File: src/rtl/ttt_pkg.sv
// ttt_pkg: shared marks, cell codes, FSM states and win-line table for the TicTacToe controller.
package ttt_pkg;
    localparam logic [1:0] EMPTY   = 2'b00;
    localparam logic [1:0] MARK_X  = 2'b01;
    localparam logic [1:0] MARK_O  = 2'b10;
    localparam logic [1:0] DRAW    = 2'b11;
    localparam logic [3:0] NO_CELL = 4'd15;

    typedef enum logic [1:0] {S_WAIT, S_CHECK, S_EVAL, S_OVER} state_t;

    // rows, columns, then the two diagonals
    localparam logic [3:0] WIN_LINES [8][3] = '{
        '{4'd0, 4'd1, 4'd2}, '{4'd3, 4'd4, 4'd5}, '{4'd6, 4'd7, 4'd8},
        '{4'd0, 4'd3, 4'd6}, '{4'd1, 4'd4, 4'd7}, '{4'd2, 4'd5, 4'd8},
        '{4'd0, 4'd4, 4'd8}, '{4'd2, 4'd4, 4'd6}
    };
endpackage

File: src/rtl/ttt_move_controller_if.sv
// ttt_move_controller_if: mouse inputs and board/game-state outputs of the move controller.
interface ttt_move_controller_if;
    logic [9:0]  posX;
    logic [8:0]  posY;
    logic [2:0]  buttons;
    logic [17:0] board;
    logic [3:0]  hover_cell;
    logic        turn;
    logic [1:0]  winner;
    logic        game_over;
    logic        move_accept;
    logic        move_reject;

    modport master (
        output posX, posY, buttons,
        input  board, hover_cell, turn, winner, game_over, move_accept, move_reject
    );
    modport slave (
        input  posX, posY, buttons,
        output board, hover_cell, turn, winner, game_over, move_accept, move_reject
    );
endinterface

File: src/rtl/ttt_cell_decoder.sv
// ttt_cell_decoder: registered cursor-to-cell map using compares only; 15 when off-board.
module ttt_cell_decoder
    import ttt_pkg::*;
#(
    parameter int unsigned BOARD_X0 = 170,
    parameter int unsigned BOARD_Y0 = 90,
    parameter int unsigned CELL     = 100
) (
    input  logic       clk,
    input  logic       reset,
    input  logic [9:0] i_pos_x,
    input  logic [8:0] i_pos_y,
    output logic [3:0] o_hover_cell
);
    localparam logic [10:0] X0 = 11'(BOARD_X0);
    localparam logic [10:0] X1 = 11'(BOARD_X0 + CELL);
    localparam logic [10:0] X2 = 11'(BOARD_X0 + 2 * CELL);
    localparam logic [10:0] X3 = 11'(BOARD_X0 + 3 * CELL);
    localparam logic [10:0] Y0 = 11'(BOARD_Y0);
    localparam logic [10:0] Y1 = 11'(BOARD_Y0 + CELL);
    localparam logic [10:0] Y2 = 11'(BOARD_Y0 + 2 * CELL);
    localparam logic [10:0] Y3 = 11'(BOARD_Y0 + 3 * CELL);

    logic [10:0] w_x, w_y;
    logic [1:0]  w_col, w_row;
    logic        w_on_board;
    logic [3:0]  w_cell;
    logic [3:0]  r_hover;

    assign w_x        = {1'b0, i_pos_x};
    assign w_y        = {2'b0, i_pos_y};
    assign w_col      = (w_x < X1) ? 2'd0 : (w_x < X2) ? 2'd1 : 2'd2;
    assign w_row      = (w_y < Y1) ? 2'd0 : (w_y < Y2) ? 2'd1 : 2'd2;
    assign w_on_board = (w_x >= X0) && (w_x < X3) && (w_y >= Y0) && (w_y < Y3);
    assign w_cell     = {2'b0, w_row} + {1'b0, w_row, 1'b0} + {2'b0, w_col};

    always_ff @(posedge clk or negedge reset)
        if (!reset) r_hover <= NO_CELL;
        else        r_hover <= w_on_board ? w_cell : NO_CELL;

    assign o_hover_cell = r_hover;
endmodule

File: src/rtl/ttt_move_controller.sv
// ttt_move_controller: turns mouse clicks into TicTacToe moves, alternates players,
// detects win/draw and owns the board; right-click starts a new game.
module ttt_move_controller
    import ttt_pkg::*;
#(
    parameter int unsigned BOARD_X0 = 170,
    parameter int unsigned BOARD_Y0 = 90,
    parameter int unsigned CELL     = 100
) (
    input logic                  clk,
    input logic                  reset,
    ttt_move_controller_if.slave bus
);
    state_t          r_state, w_state_n;
    logic [8:0][1:0] r_board, w_board_n;
    logic [3:0]      r_cell, w_cell_n;
    logic [3:0]      r_cnt, w_cnt_n;
    logic [1:0]      r_winner, w_winner_n;
    logic [1:0]      r_btn_q;
    logic            r_turn, w_turn_n;
    logic            r_over, w_over_n;
    logic            r_acc, w_acc_n;
    logic            r_rej, w_rej_n;
    logic [3:0]      w_hover;
    logic [1:0]      w_win;
    logic            w_left, w_right;
    logic            w_unused;

    ttt_cell_decoder #(.BOARD_X0(BOARD_X0), .BOARD_Y0(BOARD_Y0), .CELL(CELL)) u_dec (
        .clk          (clk),
        .reset        (reset),
        .i_pos_x      (bus.posX),
        .i_pos_y      (bus.posY),
        .o_hover_cell (w_hover)
    );

    assign w_left   = bus.buttons[0] & ~r_btn_q[0];
    assign w_right  = bus.buttons[1] & ~r_btn_q[1];
    assign w_unused = bus.buttons[2];

    always_comb begin
        w_win = EMPTY;
        for (int k = 0; k < 8; k++)
            w_win = (r_board[WIN_LINES[k][0]] != EMPTY &&
                     r_board[WIN_LINES[k][0]] == r_board[WIN_LINES[k][1]] &&
                     r_board[WIN_LINES[k][0]] == r_board[WIN_LINES[k][2]])
                    ? r_board[WIN_LINES[k][0]] : w_win;
    end

    always_comb begin
        w_state_n  = r_state;
        w_board_n  = r_board;
        w_cell_n   = r_cell;
        w_cnt_n    = r_cnt;
        w_winner_n = r_winner;
        w_turn_n   = r_turn;
        w_over_n   = r_over;
        w_acc_n    = 1'b0;
        w_rej_n    = 1'b0;
        if (w_right) begin
            w_state_n  = S_WAIT;
            w_board_n  = '0;
            w_cnt_n    = 4'd0;
            w_winner_n = EMPTY;
            w_turn_n   = 1'b0;
            w_over_n   = 1'b0;
        end else begin
            case (r_state)
                S_WAIT: if (w_left) begin
                    w_cell_n  = w_hover;
                    w_state_n = S_CHECK;
                end
                S_CHECK: if (r_cell > 4'd8 || r_board[r_cell] != EMPTY) begin
                    w_rej_n   = 1'b1;
                    w_state_n = S_WAIT;
                end else begin
                    w_board_n[r_cell] = r_turn ? MARK_O : MARK_X;
                    w_cnt_n           = (r_cnt == 4'd9) ? 4'd9 : r_cnt + 4'd1;
                    w_acc_n           = 1'b1;
                    w_state_n         = S_EVAL;
                end
                S_EVAL: if (w_win != EMPTY || r_cnt == 4'd9) begin
                    w_winner_n = (w_win != EMPTY) ? w_win : DRAW;
                    w_over_n   = 1'b1;
                    w_state_n  = S_OVER;
                end else begin
                    w_turn_n  = ~r_turn;
                    w_state_n = S_WAIT;
                end
                default: ;
            endcase
        end
    end

    always_ff @(posedge clk or negedge reset)
        if (!reset) begin
            r_state  <= S_WAIT;
            r_board  <= '0;
            r_cell   <= NO_CELL;
            r_cnt    <= 4'd0;
            r_winner <= EMPTY;
            r_turn   <= 1'b0;
            r_over   <= 1'b0;
            r_acc    <= 1'b0;
            r_rej    <= 1'b0;
            r_btn_q  <= 2'b00;
        end else begin
            r_state  <= w_state_n;
            r_board  <= w_board_n;
            r_cell   <= w_cell_n;
            r_cnt    <= w_cnt_n;
            r_winner <= w_winner_n;
            r_turn   <= w_turn_n;
            r_over   <= w_over_n;
            r_acc    <= w_acc_n;
            r_rej    <= w_rej_n;
            r_btn_q  <= bus.buttons[1:0];
        end

    assign bus.board       = r_board;
    assign bus.hover_cell  = w_hover;
    assign bus.turn        = r_turn;
    assign bus.winner      = r_winner;
    assign bus.game_over   = r_over;
    assign bus.move_accept = r_acc;
    assign bus.move_reject = r_rej;
endmodule

File: src/flat_wrapper.sv
// flat-port wrapper written by rule: the top's interface ports become plain ports
module ttt_move_controller_flat import ttt_pkg::*;
#(
    parameter int unsigned BOARD_X0 = 170,
    parameter int unsigned BOARD_Y0 = 90,
    parameter int unsigned CELL     = 100
)
  (clk, reset, bus_posX, bus_posY, bus_buttons, bus_board, bus_hover_cell, bus_turn, bus_winner, bus_game_over, bus_move_accept, bus_move_reject);
  ttt_move_controller_if bus_i ();
  input logic clk;
  input logic reset;
  input wire logic [$bits(bus_i.posX)-1:0] bus_posX;
  input wire logic [$bits(bus_i.posY)-1:0] bus_posY;
  input wire logic [$bits(bus_i.buttons)-1:0] bus_buttons;
  output wire logic [$bits(bus_i.board)-1:0] bus_board;
  output wire logic [$bits(bus_i.hover_cell)-1:0] bus_hover_cell;
  output wire logic [$bits(bus_i.turn)-1:0] bus_turn;
  output wire logic [$bits(bus_i.winner)-1:0] bus_winner;
  output wire logic [$bits(bus_i.game_over)-1:0] bus_game_over;
  output wire logic [$bits(bus_i.move_accept)-1:0] bus_move_accept;
  output wire logic [$bits(bus_i.move_reject)-1:0] bus_move_reject;
  assign bus_i.posX = bus_posX;
  assign bus_i.posY = bus_posY;
  assign bus_i.buttons = bus_buttons;
  assign bus_board = bus_i.board;
  assign bus_hover_cell = bus_i.hover_cell;
  assign bus_turn = bus_i.turn;
  assign bus_winner = bus_i.winner;
  assign bus_game_over = bus_i.game_over;
  assign bus_move_accept = bus_i.move_accept;
  assign bus_move_reject = bus_i.move_reject;
  ttt_move_controller #(.BOARD_X0(BOARD_X0), .BOARD_Y0(BOARD_Y0), .CELL(CELL)) u_core (.clk(clk), .reset(reset), .bus(bus_i));
endmodule
File: config.mk
export PLATFORM = sky130hd
export DESIGN_NAME = ttt_move_controller_flat
export DESIGN_NICKNAME = d
export VERILOG_FILES = /design/src/rtl/ttt_pkg.sv /design/src/rtl/ttt_move_controller_if.sv /design/src/rtl/ttt_cell_decoder.sv /design/src/rtl/ttt_move_controller.sv /design/src/flat_wrapper.sv
export SDC_FILE = /design/constraint.sdc
export NUM_CORES = 1
export LEC_CHECK = 0
export BUFFER_PORTS_ARGS = -buffer_cell sky130_fd_sc_hd__buf_2
export CORE_ASPECT_RATIO = 2
export CORE_MARGIN = 5
export CORE_UTILIZATION = 40
export CTS_BUF_LIST = sky130_fd_sc_hd__clkbuf_2 sky130_fd_sc_hd__clkbuf_4 sky130_fd_sc_hd__clkbuf_8
export DETAILED_ROUTE_END_ITERATION = 8
export SLEW_MARGIN = 20
export SYNTH_ARGS = -nofsm -noshare
export SYNTH_HDL_FRONTEND = slang
export SYNTH_HIERARCHICAL = 1
export SYNTH_SLANG_ARGS = --single-unit
File: constraint.sdc
create_clock -name clk -period 2.9 [get_ports clk]
set_input_delay 0.145 -clock clk [delete_from_list [all_inputs] [get_ports clk]]
set_output_delay 0.145 -clock clk [all_outputs]
set_load 0.01 [all_outputs]
; ---- Word-level counts from Yosys, hierarchy flattened
; Cells that the tools add are included.
[word_totals]
ff_bits = 40
in_bits = 24
output_inout_bits = 28
elab_cells = 147
[op_classes]
add_sub_neg = 3
n_lt_le_gt_ge = 11
eq_ne = 22
muxes = 47
bitwise_logic = 6
n_reduce_logical = 39
[op_table]
columns = operator, count
row1 = $mux 18, 3
row2 = $mux 2, 23
row3 = $eq 2x2->1, 16
row4 = $lt 10x9->1 const B, 3
row5 = $logic_and 1x1->1, 20
row6 = $mux 4, 5
row7 = $reduce_bool 2->1, 10
row8 = $bwmux 18, 1
row9 = $lt 9x9->1 const B, 2
row10 = $mux 1, 12
row11 = $ge 10x8->1 const B, 1
row12 = $ge 9x7->1 const B, 1
row13 = $lt 9x8->1 const B, 1
row14 = $bmux 2 s4, 1
row15 = $demux 2 s4, 1
row16 = $reduce_and 2->1, 4
row17 = $pmux 2 s3, 1
row18 = $lt 4x5->1 const B, 1
row19 = $add 2x3->4, 1
row20 = $add 4x1->4 const B, 1
row21 = $add 4x2->4, 1
row22 = $eq 4x4->1 const B, 1
row23 = $ge 4x1->1 const B, 1
row24 = $gt 4x4->1 const B, 1
row25 = other kinds (10), 16

; ---- Logic depth before layout (Yosys ltp)
; Gate-level depths: netlist of run 1.
[depth]
depth_word = 16
depth_mapped = 9

; ---- Modules after synthesis
; Netlist of run 1, hierarchy kept.
[by_module_without_submodules]
columns = mod, n_inst, cells_per_inst, area_per_inst_um2, seq_area_each_um2
row1 = ttt_move_controller, 1, 254, 2188.3, 905.9
row2 = ttt_cell_decoder, 1, 42, 402.9, 105.1

; ---- Worst setup path before layout of run 1
; OpenSTA, ideal clock, no wires.
[synth_timing]
path_kind = reg2reg
from = register u_core.r_board, in the netlist u_core/bus.board[8]
to = register u_core.r_cnt[3]
setup_ns = 0.132
t_arrival_ns = 2.177
slack_ns = 0.591
path_stages_with_launch = 10
n_path_buf = 2
path_cell_list = dfrtp_1 > buf_4 > or2_0 > mux4_2 > a221oi_4 > and2_1 > buf_6 > nand4_2 > xor2_1 > nor2_1
[synth_via]
elab_chain_cells = 6
[synth_rtl]
columns = item, line
row1 = start: declaration, ttt_move_controller.sv:15  ; logic [8:0][1:0] r_board, w_board_n;
row2 = start signal: assignment, ttt_move_controller.sv:109  ; r_board <= w_board_n;
row3 = $bmux 2 s4, ttt_move_controller.sv:73  ; S_CHECK: if (r_cell > 4'd8 || r_board[r_cell] != EMPTY) begin
row4 = $mux 2 (not written as such), ttt_move_controller.sv:73
row5 = $reduce_bool 2->1, ttt_move_controller.sv:73
row6 = $logic_or 1x1->1, ttt_move_controller.sv:73
row7 = $ne 2x1->1 (no source line), -
row8 = $reduce_and 2->1 (no source line), -
row9 = end signal: assignment, ttt_move_controller.sv:111  ; r_cnt <= w_cnt_n;
row10 = end: declaration, ttt_move_controller.sv:17  ; logic [3:0] r_cnt, w_cnt_n;
; No other way between the ends. The select of a mux whose other input is x is not followed.
; A chain may end at the register's enable or synchronous reset.

; ---- Worst setup path after layout of run 1
[layout_timing]
from = register u_core.r_board, in the netlist u_core/bus.board[9]
to = register u_core.r_cnt[3]
; Same word-level chain as after synthesis.

==> summary.txt, run 1 <==
Synth
  • Register area share after synthesis: roughly two fifths
  • Synth cell types: 64
  • Area contributors post-synth: dfrtp_1 (31%), dfstp_2 (8.1%), nor2_1 (6.2%), a21oi_1 (4.1%), ha_1 (3.4%)
  • Syn nets: 329
  • Cell taking the most area after synthesis: dfrtp_1
  • Gate count after technology mapping: 296
  • Share of the synthesized area in the top cell type: a little under a third
  • FF+latch count, synth: 40
  • Most common cell in the netlist: nor2_1
  • Post-synth ARST share: 100.0%
  • Post-synth EDFFs: 0
  • Syn Std Cell Area: approximately 2600 um^2
  • Avg Cell Area, Syn: 8.754 um^2
  • Top_reg_cell synth: dfrtp_1
  • YS warnings: 6
  • Most common library cells after synthesis: nor2_1 (43), dfrtp_1 (32), a21oi_1 (21)

Run
  • Max Cap Violations: 0

Outcome
  • Status: completed

Detailed routing
  • Per-cell routed wire length: about 18 um
  • Met3 wire length: 377 um
  • Routed met1 length: 2.573 mm
  • DR DRC count: 0
  • Routed wl met2: 4.489 mm
  • Vias: 2578
  • DRT iter0 DRCs: 139
  • DR pass1 iterations: 4
  • Antenna Nets Post-Route: 0
  • Vias/cell: slightly below 6
  • Total wire length: 7.847 mm
  • Max layer used: met4

Worst setup path
  • Crit end category: register
  • Crit start category: register
  • WP data arrival: 2.81 ns
  • Critical path class: register to register
  • Worst Path Max Fanout: 12
  • Data required, critical path: between 3 and 4 ns
  • Worst r2r src: u_core/bus.board[9]
  • Critical Path Source: u_core/bus.board[9]

Place
  • Pre-CTS setup slack: 0.2907 ns
  • DPL Wire Length: 6.052 mm
  • Placer Congestion: 0.8769
  • I/O Buffers: 48
  • Placed Instances: 428

Power and ir drop
  • Clock share of power: 29.0%
  • NetSw: roughly 0.00061 W
  • P_int: around 0.0011 W
  • Combinational share of power: 26.8%
  • Lkg Pwr: 1.498 nW
  • Pwr Total: 0.001747 W
  • Sw Share: 35.14%
  • Maximum vdd drop: 284.4 uV
  • P per Cell Area: 561.3 nW/um^2
  • Sequential power share: ~44%

Clock tree
  • CTS resizes: 0
  • Worst-Skew Late Latency: 0.31 ns
  • H-tree depth: 2
  • Clock transition at path regs: 0.08 ns
  • Clk buf depth: 2
  • Clk sinks: 40
  • TritonCTS clock tree: done
  • Num CTS Buffers: 5
  • Root Buffer: clkbuf_8
  • Post-CTS setup buffer count: 0

Floorplan
  • Total die area: 8285 um^2
  • Die Y: 123.8 um
  • Core area: 6310 um^2
  • # rows: 41
  • Chip width: 66.91 um
  • Initial Util: 41.07%
  • Boundary Pins: 52

STA
  • Slew HR: about two fifths
  • Final Setup Violations: 0
  • TNS Setup: 0 ns
  • Hold_ws: 0.2937 ns
  • RSZ-0062 raised after global routing: false
  • Final Hold Viols: 0
  • Fmax: 0.3818 GHz
  • Clock Skew: 0.005228 ns
  • Max Slew Vio Count: 0
  • Fin worst setup slack: 0.2809 ns
  • Fin crit share: 90.31%
  • Slew @ Worst Pin: 0.9031 ns
  • Crit path time final: 2.619 ns

Layout
  • Layout cells sized above 1: 24.65%
  • Final nets: between 300 and 400
  • Area grow syn2layout: 20.09%
  • Non-filler cells in the finished layout: 439
  • N_diodes: 0

Global route
  • Global-route wire length before repair: 12.52 mm
  • Total GRT Usage: 20.64%
  • Vias in the first global route: 2530
  • Largest net degree at the start of global routing: between 40 and 50
  • Antenna violations before repair: 0
  • GR Overflow Total: 0

Min path
  • Hold WC Path Type: primary input to register
  • Worst min-delay path startpoint: bus_posX[6]
==> stage by stage <==
step,utilization (%),instance area [um^2]
5_1_grt,49.32,3112
3_3_place_gp,46.84,2955
3_5_place_dp,46.84,2955
6_report,49.32,3112
2_1_floorplan,-,2591
4_1_cts,49.32,3112
==> sequential cells by signal, summed over array words and instances, names as in the netlist <==
register / count
u_core/bus.game_over: 1
u_core/r_cnt: 4
u_core/bus.turn: 1
u_core/bus.move_accept: 1
u_core/r_btn_q: 2
u_core/r_cell: 4
u_core/r_state: 2
u_core/bus.move_reject: 1
u_core/bus.winner: 2
u_core/u_dec/o_hover_cell: 4
u_core/bus.board: 18
==> final timing paths <==
kind,slack [ns],depth (start not counted),end
min in group asynchronous,0.50,2,u_core/bus.move_accept
min,0.29,4,u_core/u_dec/o_hover_cell[2]
max in group asynchronous,1.83,2,u_core/r_cnt[1]
min reg2reg,0.49,2,u_core/r_cell[1]
max reg2reg,0.28,7,u_core/r_cnt[3]
max,0.28,7,u_core/r_cnt[3]
==> per-layer routing <==
| metal | vias up | global-route usage, % |
|---|---|---|
| li1 | 1203 | - |
| met1 | 1245 | 18.90 |
| met2 | 91 | 39.80 |
| met3 | 39 | 3.069 |
| met4 | 0 | 13.85 |
| met5 | - | 0 |
==> cell type report <==
cell class | count | area [um^2]
multi-input combinational | 232 | 1476
sequential | 40 | 1011
timing repair buffer | 61 | 345.3
tap | 86 | 107.6
inverter | 12 | 45.04
fill | 674 | 3198
clock buffer | 7 | 96.34
clock inverter | 1 | 30.03
==> placed cells by master, fill, tap and decap left out, types with 2 or more instances in the layout <==
cell type	n
o21ai_2	2
and2_1	2
nand2b_1	3
nor4b_2	2
a311oi_1	3
a21oi_1	21
dlygate4sd3_1	3
mux4_2	2
nand2_1	20
nor3_1	13
o32ai_1	2
dfrtp_1	32
buf_4	10
or2_2	2
nor2_1	43
o21ai_1	3
ha_1	7
or3_1	9
buf_2	48
a41oi_1	2
inv_1	12
a31oi_1	7
dfstp_2	8
fa_1	2
nand3_1	15
clkbuf_8	7
o211a_1	2
a211oi_1	2
nand4b_1	6
o21bai_1	2
o21a_1	3
o21ai_0	13
and3_1	10
nor2b_1	3
nor4_1	2
==> worst max-delay path, stage by stage (launching register included) <==
cell and delay [ns]:
dfrtp_1 0.53, or2_0 0.26, mux4_2 0.54, a221oi_4 0.40, and2_1 0.43, nand4_2 0.15, xor2_1 0.14, nor2_1 0.05
==> cell families (layout without fill, tap and decap cells) <==
family / count (synthesis) / after routing / synth area share (%)
xor+xnor: 1 / 1 / 0.3381
flops: 40 / 40 / 39.01
mux: 4 / 4 / 2.559
simple gates: 142 / 142 / 29.21
fa+ha+maj: 9 / 9 / 4.925
buf+inv: 24 / 81 / 4.008
compound gates: 76 / 76 / 19.94
==> power by group through the flow <==
stage,Clock (W),Sequential (W),Combinational (W)
after floorplan,0,0.000728,0.000350
after global placement,0,0.000775,0.000457
after detailed placement,0,0.000780,0.000465
after CTS,0.000521,0.000770,0.000469
after global routing,0.000543,0.000788,0.000521
final,0.000507,0.000772,0.000467
==> what timing repair did <==
item,in CTS,in global routing
setup endpoints to repair,0,0
hold buffers,3,0
hold endpoints to repair,32,0
Note: power is estimated with default switching activity, not from simulation.
==> run 2: changes to the inputs <==
--- a/config.mk
+++ b/config.mk
@@ -10,6 +10,7 @@
 export CORE_MARGIN = 5
 export CORE_UTILIZATION = 40
 export CTS_BUF_LIST = sky130_fd_sc_hd__clkbuf_2 sky130_fd_sc_hd__clkbuf_4 sky130_fd_sc_hd__clkbuf_8
+export CTS_CLUSTER_SIZE = 28
 export DETAILED_ROUTE_END_ITERATION = 8
 export SLEW_MARGIN = 20
 export SYNTH_ARGS = -nofsm -noshare
==> constraint.sdc (replaced) <==
create_clock -name clk -period 2.9 [get_ports clk]
set_input_delay 0.29 -clock clk [delete_from_list [all_inputs] [get_ports clk]]
set_output_delay 0.29 -clock clk [all_outputs]
set_load 0.01 [all_outputs]
==> run 2 against run 1 <==
  * Clock power fell by 21%
  * First-iteration DRC count fell by 9.4%
  * Routed wire length down 1.2%
  * Die area did not move
  * Sequential share of layout area up 0.71 points
  * Non-clock buffer count fell by 4
  * Worst hold slack worse by 0.19 ns
  * Largest power group unchanged
==> summary.txt, run 2 (synthesized netlist as in run 1, its figures left out) <==
Global route
  • Total GRT Usage: 20.30% (-0.34 points)
  • Largest net degree at the start of global routing: 41 (unchanged)
  • Vias in the first global route: 2579 (+1.9%)
  • Global-route wire length before repair: 12.45 mm (-0.50%)
  • Antenna violations before repair: 0 (unchanged)
  • GR Overflow Total: 0 (unchanged)

Power and ir drop
  • NetSw: 0.0006072 W (-1.1%)
  • Maximum vdd drop: 298.1 uV (+4.8%)
  • Lkg Pwr: 1.463 nW (-2.3%)
  • Clock share of power: 24.4% (-4.6 points)
  • Sequential power share: 47.2% (+3.0 points)
  • P_int: 0.001030 W (-9.1%)
  • Sw Share: 37.09% (+2.0 points)
  • Combinational share of power: 28.4% (+1.6 points)
  • P per Cell Area: 537.5 nW/um^2 (-4.2%)
  • Pwr Total: 0.001637 W (-6.3%)

Layout
  • Non-filler cells in the finished layout: 435 (-0.91%)
  • Max reg flops: 18 (unchanged)
  • # fillers: 655 (-2.8%)
  • Layout cells sized above 1: 24.64% (about the same)
  • Area grow syn2layout: 17.53%
  • Most frequent cells in the layout: buf_2 (48), nor2_1 (43), dfrtp_1 (32)
  • Final nets: 381 (-1.0%)
  • Commonest non-fill, non-tap cell in the layout: buf_2
  • N_diodes: 0 (unchanged)

Clock tree
  • Clk sinks: 40 (unchanged)
  • Post-CTS setup buffer count: 0 (unchanged)
  • Clk buf depth: 2 (unchanged)
  • H-tree depth: 2 (unchanged)
  • Worst-Skew Late Latency: 0.30 ns (about the same)
  • CTS resizes: 0 (unchanged)
  • Hold_buf cts: 0 (-3)
  • Num CTS Buffers: 5 (unchanged)
  • TritonCTS clock tree: done
  • Clock transition at path regs: 0.08 ns (about the same)
  • Root Buffer: clkbuf_8

STA
  • Clock Skew: 0.01364 ns (+0.008417 ns)
  • RSZ-0062 raised after global routing: false
  • Final Hold Viols: 0 (unchanged)
  • Fin worst setup slack: 0.2769 ns (-0.003955 ns)
  • Fmax: 0.3812 GHz (-0.15%)
  • Crit path time final: 2.623 ns (+0.003955 ns)
  • Max Slew Vio Count: 0 (unchanged)
  • TNS Setup: 0 ns (unchanged)
  • Fin crit share: 90.45% (+0.14 points)
  • Final Setup Violations: 0 (unchanged)
  • Slew HR: 40.67% (+0.88 points)
  • Slew @ Worst Pin: 0.8899 ns (-0.01316 ns)

Floorplan
  • Chip width: 66.91 um (unchanged)
  • Total die area: 8285 um^2 (unchanged)
  • Boundary Pins: 52 (unchanged)
  • Core area: 6310 um^2 (unchanged)
  • Initial Util: 41.07% (unchanged)
  • # rows: 41 (unchanged)
  • Die Y: 123.8 um (unchanged)

Detailed routing
  • Antenna Nets Post-Route: 0 (unchanged)
  • Vias: 2572 (-0.23%)
  • DR pass1 iterations: 4 (unchanged)
  • Total wire length: 7.751 mm (-1.2%)
  • Per-cell routed wire length: 17.82 um (-0.32%)
  • Vias/cell: 5.913 (+0.68%)
  • DR DRC count: 0 (unchanged)
  • DRT iter0 DRCs: 126 (-9.4%)

Worst setup path
  • Critical Path Source: u_core/bus.board[11]
  • Crit start category: register
  • Data required, critical path: 3.07 ns (-0.02 ns)
  • Critical path class: register to register
  • Crit end category: register
  • Worst r2r src: u_core/bus.board[11]
  • Worst Path Max Fanout: 10 (-2)
  • WP data arrival: 2.79 ns (-0.02 ns)

Place
  • Placer Congestion: 0.8800 (+0.35%)
  • Pre-CTS setup slack: 0.2181 ns (-0.07269 ns)
  • I/O Buffers: 48 (unchanged)
  • Placed Instances: 427 (-0.23%)
  • DPL Wire Length: 6.105 mm (+0.87%)

Outcome
  • Status: completed

Min path
  • Hold WC Path Type: primary input to async pin

Run
  • Max Cap Violations: 0 (unchanged)
## run 2: cell count changes in the layout (fill, tap and decap cells not counted)
| cell | delta |
|---|---|
| clkbuf_8 | -1 |
| dlygate4sd3_1 | -3 |
| clkinvlp_4 | +1 |
| clkbuf_4 | +1 |
| buf_4 | -1 |
| bufinv_16 | -1 |
## run 2: final timing paths
kind	endpoint	depth (start not counted)	slack, ns
max in group asynchronous	u_core/r_cnt[3]	1	2.23
worst max-delay path	u_core/r_cnt[3]	7	0.28
worst min-delay path	u_core/bus.board[8]	1	0.11
worst min register to register	u_core/r_cell[0]	2	0.49
min in group clk	u_core/r_btn_q[0]	1	0.11
worst max register to register	u_core/r_cnt[3]	7	0.28
## run 2: critical path, stage by stage, from the launching register on
cell and delay (ns):
dfrtp_1 0.47, or2_2 0.30, mux4_2 0.53, a221oi_4 0.40, and2_1 0.43, nand4_2 0.15, xor2_1 0.15, nor2_1 0.06
## run 2: layer usage
metal | track usage, % | vias to the layer above | routed length, um
met5 | 0 | - | 0
met4 | 13.21 | 0 | 378
met3 | 3.159 | 23 | 359
met2 | 40.36 | 93 | 4556
met1 | 17.56 | 1256 | 2457
li1 | - | 1200 | -
## run 2: layout make-up
cell class,count,area [um^2],area share (%)
clock buffers,7,90.09,2.958
clock inverters,1,7.507,0.2465
well taps,86,107.6,3.533
inverters,12,45.04,1.479
repair buffers,57,307.8,10.11
flip-flops and latches,40,1011,33.20
multi-input cells,232,1476,48.48
## run 2: metrics by stage
step / util, % / cell area, um^2 / hold WS [ns]
after floorplan: - / 2591 / -0.005591
after global placement: 46.72 / 2948 / 0.4169
after detailed placement: 46.72 / 2948 / 0.4187
after CTS: 48.26 / 3045 / 0.1038
after global routing: 48.26 / 3045 / 0.1088
final: 48.26 / 3045 / 0.1050
## run 2: power groups by stage
stage / clock [W] / combinational (W) / sequential, W
6_report: 0.000400 / 0.000464 / 0.000772
5_1_grt: 0.000434 / 0.000520 / 0.000788
4_1_cts: 0.000412 / 0.000467 / 0.000771
3_5_place_dp: 0 / 0.000465 / 0.000781
3_3_place_gp: 0 / 0.000455 / 0.000778
2_1_floorplan: 0 / 0.000350 / 0.000728
==> run 3: changes to the inputs <==
--- a/config.mk
+++ b/config.mk
@@ -12,6 +12,7 @@
 export CTS_BUF_LIST = sky130_fd_sc_hd__clkbuf_2 sky130_fd_sc_hd__clkbuf_4 sky130_fd_sc_hd__clkbuf_8
 export CTS_CLUSTER_SIZE = 28
 export DETAILED_ROUTE_END_ITERATION = 8
+export PLACE_DENSITY_LB_ADDON = 0.2
 export SLEW_MARGIN = 20
 export SYNTH_ARGS = -nofsm -noshare
 export SYNTH_HDL_FRONTEND = slang
==> run 3 against run 2 <==
  * Die area unchanged
  * Combinational power shrank 2%
  * Global-route usage is 0.38 points lower
  * Critical path type unchanged
  * Largest power group unchanged
  * Worst hold slack improved by 0.011 ns
  * Register-to-register slack better by 0.02 ns
  * Critical endpoint unchanged
  * Cell count shrank 0.23%
==> summary.txt, run 3 (synthesized netlist as in run 1, its figures left out) <==
Outcome
  • Status: completed

Worst setup path
  • WP data arrival: 2.78 ns (about the same)
  • CP max stage delay: 0.55 ns (+0.02 ns)
  • Slowest cell on the critical path: mux4_2
  • Worst-path cell chain: or2_0 -> mux4_2 -> a221oi_4 -> and2_1 -> nand4_2 -> xor2_1 -> nor2_1
  • Worst Path Max Fanout: 10 (unchanged)
  • Data required, critical path: 3.07 ns (about the same)
  • Crit end category: register
  • Critical path class: register to register
  • Crit start category: register

Clock tree
  • Hold_buf cts: 0 (unchanged)
  • Num CTS Buffers: 5 (unchanged)
  • CTS resizes: 0 (unchanged)
  • Clock transition at path regs: 0.07 ns (about the same)
  • Clk buf depth: 2 (unchanged)
  • H-tree depth: 2 (unchanged)
  • Post-CTS setup buffer count: 0 (unchanged)
  • Clk sinks: 40 (unchanged)
  • TritonCTS clock tree: done
  • Worst-Skew Late Latency: 0.29 ns (about the same)
  • Root Buffer: clkbuf_8

Detailed routing
  • Antenna Nets Post-Route: 0 (unchanged)
  • Vias: 2551 (-0.82%)
  • DR pass1 iterations: 5 (+1)
  • Vias/cell: 5.878 (-0.59%)
  • Total wire length: 7.482 mm (-3.5%)
  • DRT iter0 DRCs: 120 (-4.8%)
  • Per-cell routed wire length: 17.24 um (-3.2%)
  • DR DRC count: 0 (unchanged)

STA
  • Max Slew Vio Count: 0 (unchanged)
  • Crit path time final: 2.606 ns (-0.01735 ns)
  • Fin crit share: 89.85% (-0.60 points)
  • Final Hold Viols: 0 (unchanged)
  • Final Setup Violations: 0 (unchanged)
  • Slew @ Worst Pin: 0.8919 ns (+0.002039 ns)
  • Slew HR: 40.54% (-0.14 points)
  • Fmax: 0.3838 GHz (+0.67%)
  • TNS Setup: 0 ns (unchanged)
  • RSZ-0062 raised after global routing: false
  • Clock Skew: 0.005209 ns (-0.008436 ns)

Layout
  • Final instance area: 3038 um^2 (-0.25%)
  • Most frequent cells in the layout: buf_2 (48), nor2_1 (43), dfrtp_1 (32)
  • Final core utilization: 48.15% (-0.12 points)
  • Final nets: 380 (-0.26%)
  • Area grow syn2layout: 17.24%
  • # fillers: 643 (-1.8%)
  • Layout cells sized above 1: 24.43% (-0.22 points)
  • N_diodes: 0 (unchanged)
  • Commonest non-fill, non-tap cell in the layout: buf_2
  • Max reg flops: 18 (unchanged)

Global route
  • Vias in the first global route: 2618 (+1.5%)
  • Global-route wire length before repair: 12.42 mm (-0.27%)
  • Largest net degree at the start of global routing: 41 (unchanged)
  • Antenna violations before repair: 0 (unchanged)
  • GR Overflow Total: 0 (unchanged)
  • Total GRT Usage: 19.93% (-0.38 points)

Floorplan
  • Initial Util: 41.07% (unchanged)
  • Boundary Pins: 52 (unchanged)
  • Chip width: 66.91 um (unchanged)
  • Die Y: 123.8 um (unchanged)
  • Core area: 6310 um^2 (unchanged)
  • # rows: 41 (unchanged)
  • Total die area: 8285 um^2 (unchanged)

Power and ir drop
  • Lkg Pwr: 1.462 nW (about the same)
  • Pwr Total: 0.001627 W (-0.58%)
  • P per Cell Area: 535.7 nW/um^2 (-0.33%)
  • Maximum vdd drop: 317.5 uV (+6.5%)

Place
  • Post-placement cell area: 2940 um^2 (-0.25%)
  • Placer Congestion: 0.8830 (+0.34%)
  • I/O Buffers: 48 (unchanged)
  • DPL Wire Length: 5.853 mm (-4.1%)

Min path
  • Hold WC Path Type: primary input to async pin

Run
  • Max Cap Violations: 0 (unchanged)
## run 3: path summary, 6_finish.rpt
check	slack, ns	cells past startpoint	end	start
setup / recovery	0.29	7	u_core/r_cnt[3]	u_core/bus.board[9]
hold / removal	0.12	1	u_core/bus.board[10]	reset
setup reg to reg	0.29	7	u_core/r_cnt[3]	u_core/bus.board[9]
hold reg to reg	0.48	2	u_core/r_cell[0]	u_core/u_dec/o_hover_cell[0]
max in group asynchronous	2.22	1	u_core/r_cnt[1]	reset
min in group clk	0.12	1	u_core/r_btn_q[0]	bus_buttons[0]
## run 3: worst max-delay path: cells and delay by family, from the launching register on
kind             cells  cell delay, ns
multiplexers         1            0.55
XOR/XNOR             1            0.15
AO/OA/AOI/OAI        1            0.39
AND/OR/NAND/NOR      4            0.87
flip-flops           1            0.51
## run 3: final cells by class
cell class / instances / area [um^2] / area share [%]
inverters: 12 / 45.04 / 1.483
flip-flops and latches: 40 / 1011 / 33.28
multi-input cells: 232 / 1476 / 48.60
clock buffers: 8 / 97.59 / 3.213
repair buffers: 56 / 300.3 / 9.885
well taps: 86 / 107.6 / 3.542
## run 3: metal layers
layer  vias to the layer above  global-route usage [%]  wire length, um
li1                       1196                       -                -
met1                      1240                   19.05             2525
met2                        86                   37.50             4164
met3                        29                   2.888              320
met4                         0                   13.60              472
met5                         -                       0                0
## run 3: stage by stage
stage	setup slack, ns	hold slack, ns	std cells
2_1_floorplan	0.4784	-0.005591	296
3_3_place_gp	0.2978	0.4154	426
3_5_place_dp	0.2284	0.4151	426
4_1_cts	0.3110	0.09915	434
5_1_grt	0.06215	0.09836	434
6_report	0.2943	0.1161	434
## run 3: where the power goes
part,total (W),leakage (nW),internal (W),switching (W)
Clock,0.000395,0.0523,0.000213,0.000183
Sequential,0.000775,0.524,0.000655,0.000120
Combinational,0.000457,0.886,0.000172,0.000286
Total,0.00163,1.46,0.00104,0.000588
